===== src/rtl/dmem_arb_pkg.sv =====
// Shared types and constants for the data-memory arbiter: FSM state encoding,
// port identifiers and the saturating access-counter helper.
package dmem_arb_pkg;

  typedef enum logic [1:0] {
    IDLE   = 2'd0,
    RD_CPU = 2'd1,
    RD_DBG = 2'd2
  } arb_state_e;

  localparam logic PORT_CPU = 1'b0;
  localparam logic PORT_DBG = 1'b1;
  localparam int   CNT_W    = 16;

  // Counters stick at all-ones rather than wrapping back to zero
  function automatic logic [CNT_W-1:0] sat_inc(input logic [CNT_W-1:0] val,
                                               input logic             en);
    logic [CNT_W-1:0] res;
    res = val;
    if (en && (val != {CNT_W{1'b1}})) begin
      res = val + {{(CNT_W-1){1'b0}}, 1'b1};
    end else begin
      res = val;
    end
    return res;
  endfunction

endpackage


===== src/rtl/dmem_arbiter_rr_arb2.sv =====
// Two-request round-robin picker: on a tie the port that did not win last time
// is chosen. Purely combinational; the history bit lives in the parent.
module rr_arb2
  import dmem_arb_pkg::*;
(
  input  logic [1:0] req,
  input  logic       last_gnt,
  output logic [1:0] gnt
);

  // One-hot pick from the request vector and the previous winner
  always_comb begin
    gnt = 2'b00;
    case (req)
      2'b01:   gnt = 2'b01;
      2'b10:   gnt = 2'b10;
      2'b11:   gnt = (last_gnt == PORT_DBG) ? 2'b01 : 2'b10;
      default: gnt = 2'b00;
    endcase
  end

endmodule


===== src/rtl/dmem_arbiter.sv =====
// Shares one synchronous data memory between the core load/store path and the
// debug/loader port. Optional grant/conflict counters: DMEM_ARB_ACCESS_CNT_EN.
module dmem_arbiter
  import dmem_arb_pkg::*;
#(
  parameter int ADDR_W = 32,
  parameter int DATA_W = 32
) (
  input  logic              top_clk,
  input  logic              top_rst_n,
  input  logic              cpu_req,
  input  logic              cpu_we,
  input  logic [ADDR_W-1:0] cpu_addr,
  input  logic [DATA_W-1:0] cpu_wdata,
  input  logic [3:0]        cpu_wstrb,
  input  logic              dbg_req,
  input  logic              dbg_we,
  input  logic [ADDR_W-1:0] dbg_addr,
  input  logic [DATA_W-1:0] dbg_wdata,
  input  logic [3:0]        dbg_wstrb,
  output logic              cpu_gnt,
  output logic              cpu_rvalid,
  output logic [DATA_W-1:0] cpu_rdata,
  output logic              dbg_gnt,
  output logic              dbg_rvalid,
  output logic [DATA_W-1:0] dbg_rdata,
  output logic              cpu_stall,
  output logic              mem_en,
  output logic [3:0]        mem_we,
  output logic [ADDR_W-1:0] mem_addr,
  output logic [DATA_W-1:0] mem_wdata,
  input  logic [DATA_W-1:0] mem_rdata
`ifdef DMEM_ARB_ACCESS_CNT_EN
  ,
  output logic [CNT_W-1:0]  cpu_gnt_cnt,
  output logic [CNT_W-1:0]  dbg_gnt_cnt,
  output logic [CNT_W-1:0]  conflict_cnt
`endif
);

  arb_state_e        state_q, state_d;
  logic              last_gnt_q, last_gnt_d;
  logic              cpu_rvalid_q, dbg_rvalid_q;
  logic [DATA_W-1:0] cpu_rdata_q, dbg_rdata_q;
  logic [1:0]        req_s, pick_s;
  logic              idle_s;
  logic              unused_addr_lsb_s;

  assign unused_addr_lsb_s = ^{cpu_addr[1:0], dbg_addr[1:0]};

  assign req_s = {dbg_req, cpu_req};

  rr_arb2 u_rr_arb2 (
    .req      (req_s),
    .last_gnt (last_gnt_q),
    .gnt      (pick_s)
  );

  // Grants are gated by reset so every output reads zero while reset is held
  assign idle_s  = (state_q == IDLE) & top_rst_n;
  assign cpu_gnt = idle_s & pick_s[0];
  assign dbg_gnt = idle_s & pick_s[1];

  // Memory strobes, next state and round-robin history from the current grant
  always_comb begin
    mem_en     = 1'b0;
    mem_we     = 4'h0;
    mem_addr   = {ADDR_W{1'b0}};
    mem_wdata  = {DATA_W{1'b0}};
    state_d    = state_q;
    last_gnt_d = last_gnt_q;
    if (cpu_gnt) begin
      mem_en     = 1'b1;
      mem_we     = cpu_we ? cpu_wstrb : 4'h0;
      mem_addr   = {cpu_addr[ADDR_W-1:2], 2'b00};
      mem_wdata  = cpu_wdata;
      last_gnt_d = PORT_CPU;
      state_d    = cpu_we ? IDLE : RD_CPU;
    end else if (dbg_gnt) begin
      mem_en     = 1'b1;
      mem_we     = dbg_we ? dbg_wstrb : 4'h0;
      mem_addr   = {dbg_addr[ADDR_W-1:2], 2'b00};
      mem_wdata  = dbg_wdata;
      last_gnt_d = PORT_DBG;
      state_d    = dbg_we ? IDLE : RD_DBG;
    end else begin
      case (state_q)
        RD_CPU:  state_d = IDLE;
        RD_DBG:  state_d = IDLE;
        default: state_d = state_q;
      endcase
    end
  end

  // FSM, history bit, read-valid flags and held read data
  always_ff @(posedge top_clk or negedge top_rst_n) begin
    if (!top_rst_n) begin
      state_q      <= IDLE;
      last_gnt_q   <= PORT_DBG;
      cpu_rvalid_q <= 1'b0;
      dbg_rvalid_q <= 1'b0;
      cpu_rdata_q  <= {DATA_W{1'b0}};
      dbg_rdata_q  <= {DATA_W{1'b0}};
    end else begin
      state_q      <= state_d;
      last_gnt_q   <= last_gnt_d;
      cpu_rvalid_q <= cpu_gnt & ~cpu_we;
      dbg_rvalid_q <= dbg_gnt & ~dbg_we;
      if (state_q == RD_CPU) begin
        cpu_rdata_q <= mem_rdata;
      end
      if (state_q == RD_DBG) begin
        dbg_rdata_q <= mem_rdata;
      end
    end
  end

  // Memory data only arrives in the return cycle, so it passes straight through
  // there and is held from the register afterwards.
  assign cpu_rvalid = cpu_rvalid_q;
  assign dbg_rvalid = dbg_rvalid_q;
  assign cpu_rdata  = (state_q == RD_CPU) ? mem_rdata : cpu_rdata_q;
  assign dbg_rdata  = (state_q == RD_DBG) ? mem_rdata : dbg_rdata_q;
  assign cpu_stall  = top_rst_n & cpu_req & ~(cpu_gnt & cpu_we) & ~cpu_rvalid_q;

`ifdef DMEM_ARB_ACCESS_CNT_EN
  logic [CNT_W-1:0] cpu_cnt_q, dbg_cnt_q, conf_cnt_q;

  // Saturating grant and conflict counters
  always_ff @(posedge top_clk or negedge top_rst_n) begin
    if (!top_rst_n) begin
      cpu_cnt_q  <= {CNT_W{1'b0}};
      dbg_cnt_q  <= {CNT_W{1'b0}};
      conf_cnt_q <= {CNT_W{1'b0}};
    end else begin
      cpu_cnt_q  <= sat_inc(cpu_cnt_q, cpu_gnt);
      dbg_cnt_q  <= sat_inc(dbg_cnt_q, dbg_gnt);
      conf_cnt_q <= sat_inc(conf_cnt_q, idle_s & cpu_req & dbg_req);
    end
  end

  assign cpu_gnt_cnt  = cpu_cnt_q;
  assign dbg_gnt_cnt  = dbg_cnt_q;
  assign conflict_cnt = conf_cnt_q;
`endif

endmodule


===== config.mk =====
export PLATFORM = sky130hd
export DESIGN_NAME = dmem_arbiter
export DESIGN_NICKNAME = d
export VERILOG_FILES = /design/src/rtl/dmem_arb_pkg.sv /design/src/rtl/dmem_arbiter_rr_arb2.sv /design/src/rtl/dmem_arbiter.sv
export SDC_FILE = /design/constraint.sdc
export NUM_CORES = 1
export LEC_CHECK = 0
export CAP_MARGIN = 10
export CORE_AREA = 2 2 122 124
export CTS_BUF_LIST = sky130_fd_sc_hd__clkbuf_4
export DETAILED_ROUTE_END_ITERATION = 10
export DIE_AREA = 0 0 124 126
export DONT_BUFFER_PORTS = 1
export SLEW_MARGIN = 20
export SYNTH_ARGS = -nofsm -noshare
export SYNTH_HDL_FRONTEND = slang
export SYNTH_HIERARCHICAL = 1
export SYNTH_SLANG_ARGS = --single-unit
export TNS_END_PERCENT = 50

===== constraint.sdc =====
create_clock -name top_clk -period 4.2 [get_ports top_clk]
set_clock_uncertainty 0.15 [all_clocks]
set_input_delay 0.84 -clock top_clk [delete_from_list [all_inputs] [get_ports top_clk]]
set_output_delay 0.84 -clock top_clk [all_outputs]
set_load 0.05 [all_outputs]

==> results.cfg, run 1 <==
[route]
routed_via_density = 5.004
vias = 2407
first_pass_iters = 4
drc = 0
drtIter0Drc = 109
wl_per_cell_um = 22.63
postRouteAntennaNets = 0
routed_wl_um = 10880

[final_layout]
layoutNonFillerInstCount = 481
layout_common_cells = dfrtp_1 (68), a22o_1 (62), mux2_2 (60)
final_util_pct = 28.02
fill_cells = 1487
syn2layout_area_growth_pct = 19.86
nNetsFinal = 467
layout_commonest_cell = dfrtp_1
drive_gt1_share_pct = 44.07

[sta]
finalHoldViolCount = 0
slew_viol_final = 0
rsz0062_at_grt = false
max_freq_mhz = 264.5
relSlewSlack_pct = 58.60
fin_tns_setup_ps = 0
max_slew.worst_pin.slew_ps = 621.0
fin_hold_ws_ps = 97.16
setup_viol = 0
period_needed_ps = 3781
fin_crit_sh_pct = 90.02

[yosys]
avgSynthCellArea_um2 = 13.44
syn_area_um2 = 3346
synthAdderAreaFrac_pct = 1.122
synth_top_family_by_area = multiplexers
synth_area_leaders = dfrtp_1 (51%), mux2_2 (20%), a22o_1 (16%), buf_2 (2.1%), buf_6 (1.7%)
yosys.area.top_type = dfrtp_1
syn_inst = 249
synth_simple_gate_area_share_pct = 1.832
ys_types = 28
ys_ff_latch = 69
ys_seq_area_share_pct = 51.65
synth_mux_area_share_pct = 21.54
yosysWarnings = 6
synth_top_area_share_pct = 50.86
synthXorXnorAreaFrac_pct = 0
synth_compound_area_share_pct = 18.74

[worst_setup_path]
cp_cell_sequence = inv_1, a21boi_1, nand3_1, inv_2, buf_4, a22o_1
cp_max_fo = 63
worstSetupPathType = flip-flop to output port
crit_path_start_kind = flip-flop
worstPathRequired_ps = 3210
crit_slowest_cell = dfstp_2
cp-end-kind = output port
worst_ep_arrival_time_ps = 2790
cp_slowest_stage_delay_ps = 560

[clock_network]
cts_setup_buffers = 0
cts_buffers = 9
post_cts_resized = 0
cts_max_path_buffers = 2
cts.clk_slew.worst_paths_ps = 110
htreeDepth = 3
holdBufCountCts = 1
cts_sinks = 69
clk_latency_ps = 420
cts_tree = yes
root_buffer = clkbuf_4

[floorplanning]
rows = 44
die_x_um = 124
initial_core_util_pct = 23.37
ios = 312
die_h_um = 126
core-area_um2 = 14310
dieArea_um2 = 15620

[global_route]
overflow = 0
grt_pass1_vias = 2367
antenna_found_initial = 1
grt_pass1_wl_um = 14210
grt_start_max_net_pins = 69
grt_util_all_layers_pct = 12.71

[power]
power.density_nw_per_um2 = 1094
internal_power_w = 0.001702
p_sw_share_pct = 61.19
pwr-share-comb_pct = 67.1
irDropWorstVdd_uv = 314.9
p_sw_w = 0.002684
cellLeakagePower_nw = 1.721
p_clk_share_pct = 8.1
power_frac_seq_pct = 24.8

[placement]
dp.cells = 462
post-dp-hpwl_um = 8784
place_congestion = 0.8290
port_buffers = 0

[min_path]
holdCritPathClass = input port to async pin

[job]
drv_cap = 0

[outcome]
outcome = finished clean
[through the flow]
stage | worst slack (ps) | power [W] | cell area (um2)
floorplan | 690.2 | 0.003720 | 3349
global route | 277.5 | 0.004570 | 4008
detailed placement | 629.2 | 0.004063 | 3869
global placement | 683.8 | 0.004013 | 3869
CTS | 392.7 | 0.004452 | 4005
finish | 419.2 | 0.004387 | 4010
[state kept, by name, indices dropped and copies added (netlist names)]
register,count
cpu_rvalid,1
cpu_rdata_q,32
state_q,2
dbg_rvalid,1
dbg_rdata_q,32
last_gnt_q,1
[power groups by stage]
stage	Clock (W)	Combinational [W]	Sequential [W]
3_3_place_gp	0	0.00292	0.00109
4_1_cts	0.000386	0.00297	0.00109
6_report	0.000355	0.00294	0.00109
2_1_floorplan	0	0.00265	0.00107
3_5_place_dp	0	0.00295	0.00111
5_1_grt	0.000409	0.00304	0.00112
[synth_stat cells, drive strengths merged]
library cell,instances
a22o,62
dfstp,1
ha,3
a21boi,2
o32ai,1
o21ai,1
nand3,2
dfrtp,68
a32o,4
conb,1
clkbuf,2
inv,5
mux2,64
nand2,2
nor2,5
o21a,1
o31ai,1
nor3,1
and2,1
nor2b,1
buf,21
[critical path, delay by kind of cell, from the launching register on]
family	cells	cell delay, ps
AOI/OAI and AO/OA	2	930
buffers and inverters	3	620
DFF	1	560
and+or+nand+nor	1	230
[worst paths after layout]
| kind | to | start | depth (start not counted) | slack (ps) |
|---|---|---|---|---|
| setup reg to reg | dbg_rdata_q[10] | state_q[0] | 4 | 2030 |
| setup / recovery | mem_wdata[19] | last_gnt_q | 6 | 420 |
| hold reg to reg | last_gnt_q | last_gnt_q | 1 | 400 |
| min in group top_clk | dbg_rvalid | dbg_we | 1 | 320 |
| hold / removal | last_gnt_q | top_rst_n | 0 | 100 |
| max in group asynchronous | dbg_rdata_q[17] | top_rst_n | 1 | 3500 |
[cell families (layout without fill, tap and decap cells)]
logic type               Yosys count  in the layout
AO/OA/AOI/OAI                     72             72
multiplexers                      64             64
flip-flops                        69             69
adder cells (fa/ha/maj)            3              3
buffers and inverters             28             73
other                              1              4
AND/OR/NAND/NOR                   12             12
[final cells by class]
class / count / area (um2) / area share (%)
sequential: 69 / 1728 / 43.09
multi-input combinational: 153 / 1459 / 36.38
timing repair buffer: 52 / 460.4 / 11.48
tap: 184 / 230.2 / 5.741
clock buffer: 9 / 67.56 / 1.685
clock inverter: 7 / 41.29 / 1.030
inverter: 5 / 18.77 / 0.4680
antenna: 2 / 5.005 / 0.1248
[per-layer routing]
metal | routed length (um) | GRT usage, % | part of all wire, % | vias to the layer above
met2 | 5349 | 20.62 | 49 | 155
met4 | 144 | 4.560 | 1.3 | 0
met1 | 4147 | 14.55 | 38 | 1217
met5 | 0 | 0 | 0 | -
li1 | - | - | - | 1024
met3 | 1242 | 6.024 | 11 | 11
Note: power is estimated with default switching activity, not from simulation.
==> run 2, diff against run 1 <==
--- a/config.mk
+++ b/config.mk
@@ -11,6 +11,7 @@
 export DETAILED_ROUTE_END_ITERATION = 10
 export DIE_AREA = 0 0 124 126
 export DONT_BUFFER_PORTS = 1
+export SKIP_CTS_REPAIR_TIMING = 1
 export SLEW_MARGIN = 20
 export SYNTH_ARGS = -nofsm -noshare
 export SYNTH_HDL_FRONTEND = slang
==> run 2 against run 1 <==
Net effect:
- clock power about the same
- register-to-register slack about the same
- cell count fell by 0.21%
- combinational power hardly changed
- die area unchanged
- setup slack worse by 2.0 ps
- wire length shrank 0.27%
- critical endpoint unchanged
- fmax about the same
- highest routed layer unchanged
- flip-flop and latch count unchanged
==> results.cfg, run 2 (synthesized netlist as in run 1, its figures left out) <==
[outcome]
outcome = finished clean

[worst_setup_path]
r2r_cells = 4
cp_cell_sequence = inv_1, a21boi_1, nand3_1, inv_2, buf_4, a22o_1
worstPathRequired_ps = 3210
cp-end-kind = output port
crit_cells = 6
crit_slowest_cell = dfstp_2
crit_path_start_kind = flip-flop
cp_slowest_stage_delay_ps = 560
reg2reg_to = dbg_rdata_q[10]
cp-endpoint = mem_wdata[19]
crit_start = last_gnt_q
worstSetupPathType = flip-flop to output port
crit_family = compound AO/OA/AOI/OAI gates
worstReg2RegStart = state_q[0]
path_buf_inv = 3
worst_ep_arrival_time_ps = 2790
timing.reg2reg.setup_slack_ps = 2040
cp_max_fo = 63

[final_layout]
reg_top3 = cpu_rdata_q x32, dbg_rdata_q x32, state_q x2
layout_common_cells = dfrtp_1 (68), a22o_1 (62), mux2_2 (60)
nNetsFinal = 467
layout_commonest_cell = dfrtp_1
layoutNonFillerInstCount = 480
postLayoutCellArea_um2 = 4008
seq_area_um2 = 1728
final_util_pct = 28.00
drive_gt1_share_pct = 44.07
syn2layout_area_growth_pct = 19.78
multi_input_area_um2 = 1459
fill_cells = 1488

[power]
p_sw_w = 0.002685
power.density_nw_per_um2 = 1095
power_frac_seq_pct = 24.8
p_clk_share_pct = 8.1
power_w = 0.004388
internal_power_w = 0.001702
p_sw_share_pct = 61.20
cellLeakagePower_nw = 1.721
pwr-share-comb_pct = 67.1
irDropWorstVdd_uv = 314.9

[route]
drtIter0Drc = 132
routed_via_density = 5.002
vias = 2401
routed_wl_um = 10860
drc = 0
first_pass_iters = 4
wl_per_cell_um = 22.61
postRouteAntennaNets = 0

[floorplanning]
initial_core_util_pct = 23.37
ios = 312
die_h_um = 126
rows = 44
die_x_um = 124
core-area_um2 = 14310
dieArea_um2 = 15620

[global_route]
grt_pass1_wl_um = 14030
antenna_found_initial = 1
grt_util_all_layers_pct = 12.48
grt_start_max_net_pins = 74
grt_pass1_vias = 2365
overflow = 0

[sta]
fin_tns_setup_ps = 0
period_needed_ps = 3783
slew_viol_final = 0
rsz0062_at_grt = false
fin_crit_sh_pct = 90.07
setup_viol = 0
relSlewSlack_pct = 58.44
max_slew.worst_pin.slew_ps = 623.5
finalHoldViolCount = 0
max_freq_mhz = 264.4

[clock_network]
cts_tree = yes
htreeDepth = 3
clk_latency_ps = 420
cts_sinks = 69
root_buffer = clkbuf_4
cts.clk_slew.worst_paths_ps = 110
cts_max_path_buffers = 2
cts_buffers = 9

[placement]
port_buffers = 0
post-dp-hpwl_um = 8784
dp.cells = 462
place_congestion = 0.8290
place_area_um2 = 3869

[min_path]
holdCritPathClass = input port to async pin

[job]
drv_cap = 0
==> run 2: cell types whose count changed in the layout (fill, tap and decap cells not counted) <==
| cell | delta |
|---|---|
| diode_2 | -1 |
==> run 2: area by class of cell <==
cell class	instances	share of cell area, %
Timing Repair Buffer	52	11.49
Inverter	5	0.4683
Clock inverter	7	1.030
Sequential cell	69	43.12
Tap cell	184	5.745
Multi-Input combinational cell	153	36.40
Clock buffer	9	1.686
Antenna cell	1	0.06244
==> run 2: worst min-delay path by stage <==
stage	start	endpoint	slack, ps	cells after the start
global route	top_rst_n	last_gnt_q	30	0
CTS	top_rst_n	cpu_rdata_q[10]	-130	0
finish	top_rst_n	last_gnt_q	100	0
global placement	last_gnt_q	last_gnt_q	380	1
detailed placement	last_gnt_q	last_gnt_q	390	1
floorplan	last_gnt_q	last_gnt_q	380	1
==> run 2: metal layers <==
layer  track usage, %  vias to the layer above  part of all wire, %
li1                 -                     1021                    -
met1            14.09                     1206                   38
met2            20.30                      163                   49
met3            6.069                       11                   12
met4            4.560                        0                  1.3
met5                0                        -                    0
==> run 2: power by group through the flow <==
| stage | sequential [W] | clock [W] | combinational, W |
|---|---|---|---|
| floorplan | 0.00107 | 0 | 0.00265 |
| global placement | 0.00109 | 0 | 0.00292 |
| detailed placement | 0.00111 | 0 | 0.00295 |
| CTS | 0.00109 | 0.000386 | 0.00296 |
| global route | 0.00112 | 0.000409 | 0.00304 |
| finish | 0.00109 | 0.000358 | 0.00294 |
==> run 2: per-stage QoR <==
step	hold slack [ps]	setup WS [ps]
after floorplan	376.8	690.2
after global placement	380.5	683.8
after detailed placement	389.3	629.2
after CTS	-126.3	392.7
after global routing	34.27	277.5
final	96.08	417.1
==> run 2: worst register-to-register path, cell delays in order (launching register included) <==
cell     delay (ps)
dfrtp_1         400
inv_1           100
ha_1            250
buf_4           420
mux2_1          620
==> run 3, diff against run 2 <==
--- a/config.mk
+++ b/config.mk
@@ -8,6 +8,7 @@
 export CAP_MARGIN = 10
 export CORE_AREA = 2 2 122 124
 export CTS_BUF_LIST = sky130_fd_sc_hd__clkbuf_4
+export CTS_CLUSTER_SIZE = 14
 export DETAILED_ROUTE_END_ITERATION = 10
 export DIE_AREA = 0 0 124 126
 export DONT_BUFFER_PORTS = 1
@@ -17,4 +18,4 @@
 export SYNTH_HDL_FRONTEND = slang
 export SYNTH_HIERARCHICAL = 1
 export SYNTH_SLANG_ARGS = --single-unit
-export TNS_END_PERCENT = 50
+export TNS_END_PERCENT = 20
==> results of run 3 <==
Same layout as run 2: the final DEF is identical, and so are final timing and power.
